`src/rtl/gin_feeder.sv`:
```
// gin_feeder: tagged packet FIFO feeding a multicast bus; define GIN_FEEDER_TIMEOUT_EN for a sticky WAIT timeout flag
module gin_feeder #(
    parameter int BITWIDTH        = 16,
    parameter int TAG_LENGTH      = 4,
    parameter int NUM_CONTROLLERS = 10,
    parameter int FIFO_DEPTH      = 4
) (
    input  logic                       clk,
    input  logic                       rstb,
    input  logic                       in_valid,
    output logic                       in_ready,
    input  logic [TAG_LENGTH-1:0]      in_tag,
    input  logic [BITWIDTH-1:0]        in_data,
    input  logic [NUM_CONTROLLERS-1:0] controller_ready,
    output logic                       controller_enable,
    output logic [TAG_LENGTH-1:0]      tag,
    output logic [BITWIDTH-1:0]        data_source,
    output logic                       busy,
    output logic [15:0]                issued_count
`ifdef GIN_FEEDER_TIMEOUT_EN
    ,
    output logic                       timeout
`endif
);
    localparam int AW = $clog2(FIFO_DEPTH);
    typedef enum logic [1:0] {IDLE, WAIT, ISSUE} state_t;
    state_t state, state_nxt;
    logic [TAG_LENGTH-1:0] tag_mem [FIFO_DEPTH];
    logic [BITWIDTH-1:0] data_mem [FIFO_DEPTH];
    logic [AW-1:0] rd_ptr, wr_ptr, rd_ptr_p1;
    logic [AW:0] count, count_nxt;
    logic push, pop, load;
    logic [TAG_LENGTH-1:0] load_tag;
    logic [BITWIDTH-1:0] load_data;
    assign in_ready = count != (AW+1)'(FIFO_DEPTH);
    assign push = in_valid && in_ready;
    assign pop = state == ISSUE;
    assign rd_ptr_p1 = rd_ptr + 1'b1;
    assign count_nxt = count + (AW+1)'(push) - (AW+1)'(pop);
    assign controller_enable = state == ISSUE;
    assign busy = count != '0 || state != IDLE;
    always_comb begin
        state_nxt = (state == IDLE) ? (count != '0 ? WAIT : IDLE)
                  : (state == WAIT) ? (&controller_ready ? ISSUE : WAIT)
                  : (count_nxt != '0 ? WAIT : IDLE);
        load = state_nxt == WAIT && state != WAIT;
        // leaving ISSUE the new head is the next entry, or the word being pushed right now
        load_tag = (state == IDLE) ? tag_mem[rd_ptr] : (count > (AW+1)'(1)) ? tag_mem[rd_ptr_p1] : in_tag;
        load_data = (state == IDLE) ? data_mem[rd_ptr] : (count > (AW+1)'(1)) ? data_mem[rd_ptr_p1] : in_data;
    end
    always_ff @(posedge clk) begin
        if (rstb) begin
            state <= IDLE;
            rd_ptr <= '0;
            wr_ptr <= '0;
            count <= '0;
            issued_count <= '0;
            tag <= '0;
            data_source <= '0;
        end else begin
            state <= state_nxt;
            count <= count_nxt;
            if (push) wr_ptr <= wr_ptr + 1'b1;
            if (pop) begin
                rd_ptr <= rd_ptr_p1;
                issued_count <= issued_count + 16'd1;
            end
            if (load) begin
                tag <= load_tag;
                data_source <= load_data;
            end
        end
    end
    always_ff @(posedge clk) begin
        if (push) begin
            tag_mem[wr_ptr] <= in_tag;
            data_mem[wr_ptr] <= in_data;
        end
    end
`ifdef GIN_FEEDER_TIMEOUT_EN
    logic [7:0] wait_cnt;
    logic timeout_q;
    assign timeout = timeout_q || wait_cnt == 8'hFF;
    always_ff @(posedge clk) begin
        if (rstb) begin
            wait_cnt <= '0;
            timeout_q <= 1'b0;
        end else begin
            wait_cnt <= (state != WAIT) ? 8'd0 : (wait_cnt == 8'hFF) ? wait_cnt : wait_cnt + 8'd1;
            if (wait_cnt == 8'hFF) timeout_q <= 1'b1;
        end
    end
`endif
endmodule
```
`config.mk`:
```
export PLATFORM = sky130hd
export DESIGN_NAME = gin_feeder
export DESIGN_NICKNAME = d
export VERILOG_FILES = /design/src/rtl/gin_feeder.sv
export SDC_FILE = /design/constraint.sdc
export NUM_CORES = 1
export LEC_CHECK = 0
export ABC_AREA = 1
export CAP_MARGIN = 20
export CORE_MARGIN = 10
export CORE_UTILIZATION = 45
export CTS_CLUSTER_DIAMETER = 150
export DETAILED_ROUTE_END_ITERATION = 16
export DONT_BUFFER_PORTS = 1
export REMOVE_ABC_BUFFERS = 1
export SKIP_CTS_REPAIR_TIMING = 1
export SLEW_MARGIN = 20
export SYNTH_ARGS = -nofsm -noshare
export SYNTH_HDL_FRONTEND = slang
export SYNTH_SLANG_ARGS = --single-unit
```
`constraint.sdc`:
```
create_clock -name clk -period 5.85 [get_ports clk]
set_input_delay 0.8775 -clock clk [delete_from_list [all_inputs] [get_ports clk]]
set_output_delay 0.8775 -clock clk [all_outputs]
set_load 0.05 [all_outputs]
```
==> results of run 1 <==
## power by group
| group | switching (mW) | internal, mW |
|---|---|---|
| Clock | 0.392 | 0.757 |
| Combinational | 0.367 | 0.148 |
| Sequential | 0.242 | 1.06 |
| Total | 1.00 | 1.96 |
## final timing paths
| kind | to | slack [ns] |
|---|---|---|
| setup reg to reg | data_source[4] | 1.55 |
| hold reg to reg | wr_ptr[1] | 0.54 |
| setup / recovery | data_source[4] | 1.55 |
| hold / removal | issued_count[13] | 0.52 |
## through the flow
step | util [%] | power (mW) | hold slack (ns)
5_1_grt | 51.4 | 3.11 | 0.502
3_3_place_gp | 46.9 | 1.82 | 0.512
6_report | 51.4 | 2.96 | 0.518
3_5_place_dp | 46.9 | 1.84 | 0.534
2_1_floorplan | - | 1.67 | 0.494
4_1_cts | 51.4 | 2.98 | 0.506
## sequential cells by signal, indices dropped and copies added (netlist names), named ones only
register and flops:
state 2, count 3, issued_count 16, wr_ptr 2, tag_mem 16, tag 4
data_source 16, data_mem 64, rd_ptr 2
## layer usage
layer	GRT usage [%]	vias to the layer above	part of all wire (%)
li1	-	2589	-
met4	7.07	0	2.0
met2	28.4	192	49
met1	18.7	2452	41
met3	5.92	34	8.6
met5	0	-	0
## cells in the final DEF (no fill, tap or decap), types with 6 or more instances in the layout
cell / count
a21oi_1: 13
a21oi_2: 20
buf_4: 10
clkbuf_16: 17
dfxtp_1: 47
edfxtp_1: 80
ha_1: 9
inv_1: 54
inv_2: 6
nand2_1: 317
nand3_1: 27
nor2_1: 90
o211ai_1: 20
o21ai_0: 46
o21ai_1: 6
## cell usage after synthesis
cell type,number,area (um2)
buf_6,2,22.5
buf_1,1,3.75
a21oi_2,20,175
nand3_1,27,135
nor2_2,3,18.8
a21oi_1,13,65.1
nor2_1,90,338
inv_1,55,206
nand2_1,317,1190
nand4_2,1,12.5
nor3_1,5,25.0
xnor2_1,2,17.5
clkbuf_1,17,63.8
dfxtp_1,47,941
ha_1,9,113
fa_1,1,20.0
nand3_2,3,30.0
o21ai_0,46,230
o211ai_1,20,150
inv_2,5,18.8
clkinv_1,1,3.75
o21ai_1,6,30.0
buf_2,18,90.1
nand2_2,4,25.0
edfxtp_1,80,2400
nor3_4,1,16.3
nor3b_1,1,7.51
nand4_1,5,31.3
inv_4,1,6.26
buf_4,4,30.0
nor2_4,4,45.0
## final cells by class
type	count	area [um2]	area share [%]
Clock buffer	18	429	5.97
Timing Repair Buffer	10	75.1	1.04
Multi-Input combinational cell	578	2680	37.2
Sequential cell	127	3340	46.5
Clock inverter	14	211	2.94
Tap cell	180	225	3.13
Inverter	62	235	3.27
## logic make-up (layout without fill, tap and decap cells)
group / after synthesis / count (layout) / synth area share (%)
AND/OR/NAND/NOR: 461 / 461 / 29.0
XOR/XNOR: 2 / 2 / 0.271
AO/OA/AOI/OAI: 105 / 105 / 10.1
adder cells (fa/ha/maj): 10 / 10 / 2.05
buffers and inverters: 104 / 104 / 6.89
flip-flops: 127 / 127 / 51.7
==> impl_results.md, run 1 <==
- Outcome: complete, no violations
- Grt total ovfl: 0
- Syn-to-layout area delta: 11.3%
- Crit path kind: flop to flop
- First-pass GRT wire length: 26,200 um
- PnR worst setup slack: 1.55 ns
- PD cells: 412 nW/um2
- Drt pass-1 iters: 5
- Register area share after synthesis: 51.7%
- Pleak: 3.02 nW
- Worst skew pair latency: 0.42 ns
- Hold Crit Depth: 1
- Initial antenna violation count: 0
- Critical path's top delay family: simple AND/OR/NAND/NOR gates
- Reg2reg start: count[1]
- Synth cell types: 31
- Total CTS buffers: 17
- Cells after DPL: 957
- Final Cell Area: 7190 um2
- Fillcell total: 1,268
- GP Congestion: 0.835
- Worst hold path type: input pin to flop
- Slew @ Worst Pin: 1.02 ns
- Crit-path max FO: 21
- Max-slew headroom: 31.9%
- Die H: 140 um
- Clock Tree Buf Depth: 2
- GRT Total Usage: 16.8%
- Post-Route Setup TNS: 0 ns
- Fmax: 0.233 GHz
- Dpl hpwl: 9800 um
- Synthesis-stage register bit count: 127
- Number of global-route vias before repair: 5,056
- Crit-path cells: nor2_1 -> nand2_1 -> nand2_1 -> ha_1 -> inv_1 -> ha_1 -> inv_1 -> fa_1 -> nand2_1 -> nor2_1 -> nand2_1 -> nand4_2 -> clkinv_1 -> a21oi_2
- Arrival time worst endpoint: 4.63 ns
- CP max stage cell: clkinv_1
- Worst VDD drop: 0.222 mV
- CTS tree: built
- IO Pins: 72
- Post-DRT Antenna Nets: 0
- Min Tclk post-route: 4.30 ns
- # setup viols final: 0
- Max-slew violation count: 0
- Via/cell ratio: 5.33
- Hold Crit Start: rstb
- RSZ-0062 raised after global routing: false
- Crit path launch type: flop
- Final net count: 839
- Mapped Area: 6460 um2
- # H-tree levels: 4
- Starting density of the core: 46.2%
- Iter 0 DRT Violations: 346
- Final wirelength: 16,700 um
- Syn_area_per_cell: 7.99 um2
- Most used cell, CP: nand2_1
- Place WS: 1.60 ns
- CP endpoint kind: flop
- Via count: 5,267
- Row count: 43
- Max-Cap Viols: 0
- Crit path from: count[1]
- Drt wl/cell: 16.8 um
- Die Footprint: 19,600 um2
- Antenna diodes: 0
- Die width: 140 um
- Reg clk slew, reported paths: 0.06 ns
- Largest net degree at the start of global routing: 45
- Yosys warning count: 0
- Largest stage delay on the critical path: 0.95 ns
- Hold Vio Cnt, Final: 0
- Worst path bufs/invs: 3
- Share of cells above drive strength 1: 10.1%
- DP Area: 6550 um2
- Worst path depth: 14
- DRC: 0
- Clk_skew: 0.00706 ns
- Worst EP required: 6.18 ns
- Layout Cells excl Fill: 989
- Final period utilization: 73.5%
- Root Driver: clkbuf_16
- Gate Count Post-Synth: 809
- I/O Buffers: 0
- Core ar.: 14,000 um2
- CTS sink cnt: 127
- R2R depth: 14
Power figures use the tool's default switching activity.
==> run 2: changes to the inputs <==
==> constraint.sdc (replaced) <==
create_clock -name clk -period 4.3 [get_ports clk]
set_input_delay 0.645 -clock clk [delete_from_list [all_inputs] [get_ports clk]]
set_output_delay 0.645 -clock clk [all_outputs]
set_load 0.05 [all_outputs]
==> impl_results.md, run 2 (same netlist as run 1, synthesis figures left out) <==
- Drt wl/cell: 16.0 um (was 16.8 um)
- Share of cells above drive strength 1: 10.6% (was 10.1%)
- Post-DRT Antenna Nets: 0 (unchanged)
- Reg clk slew, reported paths: 0.06 ns (about the same)
- FF+latch area: 3340 um2 (unchanged)
- Outcome: complete, no violations (unchanged)
- Reg with most FFs: data_mem (unchanged)
- I/O Buffers: 0 (unchanged)
- Final wirelength: 15,900 um (was 16,700 um)
- Capture point of the worst reg-to-reg path: data_source[14] (was data_source[4])
- # H-tree levels: 4 (unchanged)
- Final net count: 842 (was 839)
- Post-Route Setup TNS: 0 ns (unchanged)
- Hold Crit Start: rstb (unchanged)
- Die H: 140 um (unchanged)
- Clock Tree Buf Depth: 2 (unchanged)
- Most common cell after layout, fill and taps aside: nand2_1 (unchanged)
- Core ar.: 14,000 um2 (unchanged)
- Worst hold endpoint: issued_count[13] (unchanged)
- Worst skew pair latency: 0.42 ns (about the same)
- GRT Total Usage: 16.1% (was 16.8%)
- Multi-input logic area: 2680 um2 (unchanged)
- Post-layout total power: 3.88 mW (was 2.96 mW)
- Row count: 43 (unchanged)
- Hold Vio Cnt, Final: 0 (unchanged)
- Crit-path max FO: 21 (unchanged)
- Fillcell total: 1,274 (was 1,268)
- Via/cell ratio: 5.23 (was 5.33)
- Drt pass-1 iters: 5 (unchanged)
- Number of flip-flops in the largest register: 64 (unchanged)
- Pleak: 3.00 nW (was 3.02 nW)
- Die Footprint: 19,600 um2 (unchanged)
- Max-Cap Viols: 0 (unchanged)
- Iter 0 DRT Violations: 380 (was 346)
- Die width: 140 um (unchanged)
- Fmax: 0.292 GHz (was 0.233 GHz)
- Hold Crit Depth: 1 (unchanged)
- Number of global-route vias before repair: 4,937 (was 5,056)
- Crit path kind: flop to flop (unchanged)
- GP Congestion: 0.826 (was 0.835)
- R2R depth: 16 (was 14)
- Worst hold path type: input pin to flop (unchanged)
- Reg2reg start: count[1] (unchanged)
- DRC: 0 (unchanged)
- Initial antenna violation count: 0 (unchanged)
- CTS sink cnt: 127 (unchanged)
- IO Pins: 72 (unchanged)
- RSZ-0062 raised after global routing: false (unchanged)
- Slew @ Worst Pin: 0.802 ns (was 1.02 ns)
- First-pass GRT wire length: 25,200 um (was 26,200 um)
- Worst VDD drop: 0.268 mV (was 0.222 mV)
- Syn-to-layout area delta: 11.1% (was 11.3%)
- Largest net degree at the start of global routing: 45 (unchanged)
- CTS tree: built (unchanged)
- # setup viols final: 0 (unchanged)
- PD cells: 541 nW/um2 (was 412 nW/um2)
- R2R setup slack: 0.87 ns (was 1.55 ns)
- Antenna diodes: 0 (unchanged)
- Min Tclk post-route: 3.43 ns (was 4.30 ns)
- Total CTS buffers: 17 (unchanged)
- Final period utilization: 79.8% (was 73.5%)
- Root Driver: clkbuf_16 (unchanged)
- Via count: 5,185 (was 5,267)
- CP endpoint kind: flop (unchanged)
- Crit path launch type: flop (unchanged)
- Worst EP required: 4.60 ns (was 6.18 ns)
- Arrival time worst endpoint: 3.73 ns (was 4.63 ns)
- Dpl hpwl: 9770 um (was 9800 um)
- Clk_skew: 0.00885 ns (was 0.00706 ns)
- Grt total ovfl: 0 (unchanged)
- Max-slew headroom: 46.5% (was 31.9%)
- Max-slew violation count: 0 (unchanged)
- Commonest non-fill, non-tap cells in the layout: 317 x nand2_1, 90 x nor2_1, 80 x edfxtp_1 (unchanged)
- Starting density of the core: 46.2% (unchanged)
-- run 2: how the worst max path moves through the flow --
| stage | slack [ns] | end | depth (start not counted) | start |
|---|---|---|---|---|
| floorplan | 0.76 | data_source[0] | 14 | count[1] |
| finish | 0.87 | data_source[14] | 16 | count[1] |
| global route | 0.63 | data_source[4] | 16 | count[1] |
| detailed placement | 0.86 | data_source[4] | 16 | count[1] |
| CTS | 0.86 | data_source[2] | 16 | count[1] |
| global placement | 0.96 | data_source[6] | 16 | count[1] |
-- run 2: worst max-delay path: stages (launching register included) --
cell and delay, ns:
dfxtp_1 0.38, nor2_1 0.08, nand2_1 0.38, nand2_1 0.32, ha_1 0.37, inv_1 0.04
ha_1 0.17, inv_1 0.07, fa_1 0.42, nand2_1 0.08, nor2_1 0.04, nand2_1 0.10
nand4_2 0.10, buf_4 0.26, inv_1 0.07, buf_4 0.33, a21oi_2 0.09
-- run 2: stage by stage --
step / instances / worst slack [ns] / hold slack [ns] / cell area, um2 / utilization [%]
CTS: 991 / 0.859 / 0.267 / 7160 / 51.2
global placement: 959 / 0.964 / 0.519 / 6570 / 47.0
finish: 992 / 0.871 / 0.286 / 7180 / 51.4
floorplan: 767 / 0.757 / 0.494 / 6250 / -
detailed placement: 959 / 0.856 / 0.540 / 6570 / 47.0
global route: 992 / 0.631 / 0.268 / 7180 / 51.4
-- run 2: final cells by class --
class / instances / share of cell area [%]
clock inverter: 14 / 2.19
tap: 180 / 3.14
clock buffer: 18 / 5.97
inverter: 62 / 3.27
multi-input combinational: 578 / 37.2
sequential: 127 / 46.5
timing repair buffer: 13 / 1.64
-- run 2: routing by layer --
layer / track usage [%] / up-vias / part of all wire [%]
met4: 7.12 / 0 / 2.2
met5: 0 / - / 0
met1: 18.1 / 2375 / 41
li1: - / 2588 / -
met2: 27.0 / 192 / 48
met3: 5.48 / 30 / 8.8
-- run 2: power breakdown --
| group | switching [mW] | leakage (nW) | internal (mW) |
|---|---|---|---|
| logic | 0.492 | 1.61 | 0.213 |
| registers | 0.329 | 1.12 | 1.44 |
| clock network | 0.550 | 0.271 | 0.861 |
